==> config.mk <==
export PLATFORM = sky130hd
export DESIGN_NAME = byte_mem_arbiter
export DESIGN_NICKNAME = d
export VERILOG_FILES = /design/src/rtl/byte_mem_arbiter.sv
export SDC_FILE = /design/constraint.sdc
export NUM_CORES = 1
export LEC_CHECK = 0
export ABC_CLOCK_PERIOD_IN_PS = 4510
export CAP_MARGIN = 40
export CORE_ASPECT_RATIO = 1.25
export CORE_MARGIN = 2
export CORE_UTILIZATION = 50
export CTS_CLUSTER_SIZE = 16
export DETAILED_ROUTE_END_ITERATION = 12
export PLACE_DENSITY = 0.93
export REMOVE_ABC_BUFFERS = 1
export SLEW_MARGIN = 30
export SYNTH_ARGS = -nofsm -noshare
export SYNTH_HDL_FRONTEND = slang
export SYNTH_SLANG_ARGS = --single-unit
==> constraint.sdc <==
create_clock -name clk -period 4.51 [get_ports clk]
set_clock_uncertainty 0.1 [all_clocks]
set_input_delay 0.902 -clock clk [delete_from_list [all_inputs] [get_ports clk]]
set_output_delay 0.902 -clock clk [all_outputs]
set_load 0.005 [all_outputs]
==> src/rtl/byte_mem_arbiter.sv <==
// rtl/byte_mem_arbiter.sv - round-robin arbiter and sequencer for a shared 4-byte register bank
// Grants one of four single-byte requesters at a time; one transaction every three cycles.

module byte_mux (
  input  logic [1:0] sel,
  input  logic [7:0] d0,
  input  logic [7:0] d1,
  input  logic [7:0] d2,
  input  logic [7:0] d3,
  output logic [7:0] y
);
  always_comb begin
    y = d0;
    case (sel)
      2'd0: y = d0;
      2'd1: y = d1;
      2'd2: y = d2;
      2'd3: y = d3;
      default: y = d0;
    endcase
  end
endmodule

module byte_mem_arbiter #(
  parameter logic [7:0] RESET_VAL = 8'h00
) (
  input  logic        clk,
  input  logic        rst_n,
  input  logic [3:0]  req,
  input  logic [3:0]  we,
  input  logic [7:0]  addr,
  input  logic [31:0] wdata,
  output logic [3:0]  ack,
  output logic [7:0]  rdata,
  output logic [1:0]  gnt_id,
  output logic        busy,
  output logic [7:0]  mem0,
  output logic [7:0]  mem1,
  output logic [7:0]  mem2,
  output logic [7:0]  mem3
);
  typedef enum logic [1:0] {
    S_IDLE   = 2'd0,
    S_ACCESS = 2'd1,
    S_DONE   = 2'd2
  } state_t;

  state_t      r_state;
  logic [1:0]  r_ptr;
  logic [1:0]  r_gnt;
  logic        r_we;
  logic [1:0]  r_addr;
  logic [7:0]  r_wdata;
  logic [3:0]  r_ack;
  logic [7:0]  r_rdata;
  logic [7:0]  r_mem0;
  logic [7:0]  r_mem1;
  logic [7:0]  r_mem2;
  logic [7:0]  r_mem3;

  logic        w_win_valid;
  logic [1:0]  w_win;
  logic [1:0]  w_idx;
  logic [7:0]  w_mux_y;

  // Scan from ptr upward; the first pending requester wins.
  always_comb begin
    w_win_valid = 1'b0;
    w_win       = r_ptr;
    w_idx       = r_ptr;
    for (int k = 0; k < 4; k++) begin
      w_idx = r_ptr + 2'(k);
      if (!w_win_valid && req[w_idx]) begin
        w_win_valid = 1'b1;
        w_win       = w_idx;
      end
    end
  end

  byte_mux u_mux (
    .sel (r_addr),
    .d0  (r_mem0),
    .d1  (r_mem1),
    .d2  (r_mem2),
    .d3  (r_mem3),
    .y   (w_mux_y)
  );

  always_ff @(posedge clk or negedge rst_n) begin
    if (!rst_n) begin
      r_state <= S_IDLE;
      r_ptr   <= 2'd0;
      r_gnt   <= 2'd0;
      r_we    <= 1'b0;
      r_addr  <= 2'd0;
      r_wdata <= 8'h00;
      r_ack   <= 4'b0000;
      r_rdata <= 8'h00;
      r_mem0  <= RESET_VAL;
      r_mem1  <= RESET_VAL;
      r_mem2  <= RESET_VAL;
      r_mem3  <= RESET_VAL;
    end else begin
      case (r_state)
        S_IDLE: begin
          if (w_win_valid) begin
            r_gnt   <= w_win;
            r_we    <= we[w_win];
            r_addr  <= addr[{w_win, 1'b0} +: 2];
            r_wdata <= wdata[{w_win, 3'b000} +: 8];
            r_state <= S_ACCESS;
          end
        end
        S_ACCESS: begin
          // Only the latched copy is used, so the requester may change its inputs now.
          if (r_we) begin
            case (r_addr)
              2'd0: r_mem0 <= r_wdata;
              2'd1: r_mem1 <= r_wdata;
              2'd2: r_mem2 <= r_wdata;
              2'd3: r_mem3 <= r_wdata;
              default: r_mem0 <= r_wdata;
            endcase
            r_rdata <= r_wdata;
          end else begin
            r_rdata <= w_mux_y;
          end
          r_ack   <= 4'b0001 << r_gnt;
          r_state <= S_DONE;
        end
        S_DONE: begin
          r_ack   <= 4'b0000;
          r_ptr   <= r_gnt + 2'd1;
          r_state <= S_IDLE;
        end
        default: r_state <= S_IDLE;
      endcase
    end
  end

  assign ack    = r_ack;
  assign rdata  = r_rdata;
  assign gnt_id = r_gnt;
  assign busy   = (r_state != S_IDLE);
  assign mem0   = r_mem0;
  assign mem1   = r_mem1;
  assign mem2   = r_mem2;
  assign mem3   = r_mem3;
endmodule

==> flow_summary.toml <==
[finish]
multi_input_area_um2 = 1490
insertedDiodeCount = 0
layout.nets = 411
final_layout_size_suffix_gt1_share_pct = 19.6
synthToLayoutAreaGrowth_pct = 41.0
fill_cells = 425
final_common_cell = "clkdlybuf4s50_1"
final_cell_mix = "clkdlybuf4s50_1 (95), dfrtp_1 (61), mux2_2 (34), a211oi_1 (22), nor2_1 (21)"
seqCellArea_um2 = 1530

[pwr]
p_leak_nw = 1.81
vdd_drop_max_mv = 0.344
power_mw = 3.15
power_density_nw_per_um2 = 717

[critical_path]
reg2reg_from = "r_state[1]$_DFFE_PN0P_"
cp-startpoint = "req[3]"
path_buf_inv = 1
reg2regPathDepth = 5
cp_cell_sequence = "clkdlybuf4s50_1 -> nor2b_2 -> o21ai_1 -> nand2_1 -> mux2i_1 -> a211oi_1"
critPathArrivalTime_ns = 3.51
critical_path_class = "in -> reg"
crit_path_top_delay_cell = "nand2_1"
startpoint_type = "primary input"
crit_family = "compound AO/OA/AOI/OAI gates"
slowest_delay_ns = 0.63
path_max_fanout = 13
reg2reg_slack_ns = 1.89
cp.depth = 6
crit_end = "r_wdata[4]$_DFFE_PN0P_"
crit_path_end_kind = "flip-flop"
worst_r2r_endpoint = "mem0[0]$_DFFE_PN0P_"
worstPathRequired_ns = 4.62

[synthesis]
yosysWarnings = 0
ys_seq_area_share_pct = 49.1
yosys_register_bits = 61
netlist_area_um2 = 3110
synth_cell_types = 33
syn_inst = 252
syn_avg_cell_area_um2 = 12.3

[sta]
slew-limit-headroom_pct = 49.3
fmax_mhz = 294
setup_slack_ns = 1.11
tns_ns = 0
fin_crit_sh_pct = 75.4
slew_violations = 0
worst_pin_slew_ns = 0.756
hold_viol_final = 0
rsz0062_at_grt = "false"
setup_viol = 0
final.min_clock_period_ns = 3.40

[global_route]
grt_max_degree = 31
grt_pass1_vias = 2646
antenna_found_initial = 0
overflow = 0
grt_first_pass_wirelength_um = 13200
grt_usage_pct = 26.2

[cts]
clk_latency_ns = 0.33
ctsResizeCount = 0
clkTransAtPathRegs_ns = 0.07
root_buffer = "clkbuf_8"
cts_htree_levels = 3
cts_tree = "yes"
clock_sinks = 61
cts_buffer_depth = 2
cts_inserted_buffers = 9
cts_hold_buffers = 0
post_cts_buffers = 0

[floorplanning]
die_h_um = 92.2
start_util_pct = 51.1
boundaryPins = 97
std_cell_rows = 32
die_x_um = 74.5
core_area_um2 = 6090
fp.dieArea_um2 = 6870

[routing]
num_vias = 2521
routed_via_density = 5.70
dr.first_iter.drc_count = 97
wl_um = 8380
first_pass_iters = 4
wl_per_cell_um = 19.0
ant_nets = 0
route.detailed.drc = 0

[placement]
gp_congestion = 0.840
dp_hpwl_um = 6020
place_ws_ns = 0.996
port-buffer-count = 96

[min_path]
hp-class = "in -> async"

[job]
max_cap_violations = 0

[status]
outcome = "finished clean"
## final cells by class
class                   instances  share of cell area [%]
well taps                      85                    2.42
flip-flops and latches         61                    34.8
repair buffers                101                    22.9
clock inverters                 4                    1.60
inverters                       9                   0.770
multi-input cells             170                    34.0
clock buffers                  12                    3.54
## worst min-delay path by stage
stage / end / depth (start not counted)
after CTS: rdata[3]$_DFFE_PN0N_ / 1
after detailed placement: rdata[2]$_DFFE_PN0N_ / 2
after floorplan: rdata[0]$_DFFE_PN0N_ / 2
after global placement: rdata[0]$_DFFE_PN0N_ / 2
after global routing: rdata[7]$_DFFE_PN0N_ / 1
final: rdata[7]$_DFFE_PN0N_ / 1
## worst register-to-register path: cells and delay by family, from the launching register on
family | cells | cell delay [ns]
simple gates | 2 | 0.80
fa+ha+maj | 1 | 0.68
mux | 1 | 0.42
flops | 1 | 0.38
buf+inv | 1 | 0.14
## report_power, final
group / internal (mW) / total [mW] / leakage (nW) / switching, mW
Combinational: 0.879 / 1.45 / 0.983 / 0.574
Clock: 0.340 / 0.545 / 0.116 / 0.206
Sequential: 0.825 / 1.15 / 0.707 / 0.323
## routing by layer
metal | global-route usage, % | vias to the layer above | part of all wire [%]
li1 | - | 1130 | -
met1 | 30.8 | 1241 | 37
met2 | 43.7 | 121 | 53
met3 | 6.48 | 29 | 6.5
met4 | 12.6 | 0 | 3.4
met5 | 0 | - | 0
## metrics by stage
stage	utilization [%]	instance area [µm²]	hold WS [ns]	std cells
after floorplan	-	3050	0.414	240
after global placement	67.8	4130	0.403	423
after detailed placement	68.4	4160	0.412	426
after CTS	72.1	4390	0.359	442
after global routing	72.1	4390	0.374	442
final	72.1	4390	0.362	442
## sequential cells by signal, summed over array words and instances, names as in the netlist
name and flops:
ack 4, r_state 2, r_we 1, mem0 8
r_ptr 2, gnt_id 2, mem3 8, mem2 8
rdata 8, r_wdata 8, r_addr 2, mem1 8
## cells in the mapped netlist (all sizes together)
master,number,area (µm²)
a21oi,8,40.0
o22ai,1,6.26
nor2,21,78.8
o21ai,10,53.8
a211oi,22,165
o21a,1,7.51
nor2b,4,27.5
nand3b,4,30.0
buf,8,50.0
inv,9,33.8
a221oi,1,15.0
mux2i,19,190
nor3,3,20.0
a2111oi,1,27.5
mux4,8,180
nand4,1,6.26
ha,9,113
a21boi,11,82.6
dfrtp,61,1530
nor4,2,12.5
nand4b,1,8.76
clkbuf,4,15.0
mux2,34,383
nand2,8,30.0
and2,1,7.51
## logic make-up after synthesis
kind of cell	Yosys count	synth area share, %
AO/OA/AOI/OAI	55	12.8
adder cells (fa/ha/maj)	9	3.62
buffers and inverters	21	3.18
flip-flops	61	49.1
multiplexers	61	24.2
AND/OR/NAND/NOR	45	7.12
(Power assumes the default switching activity.)
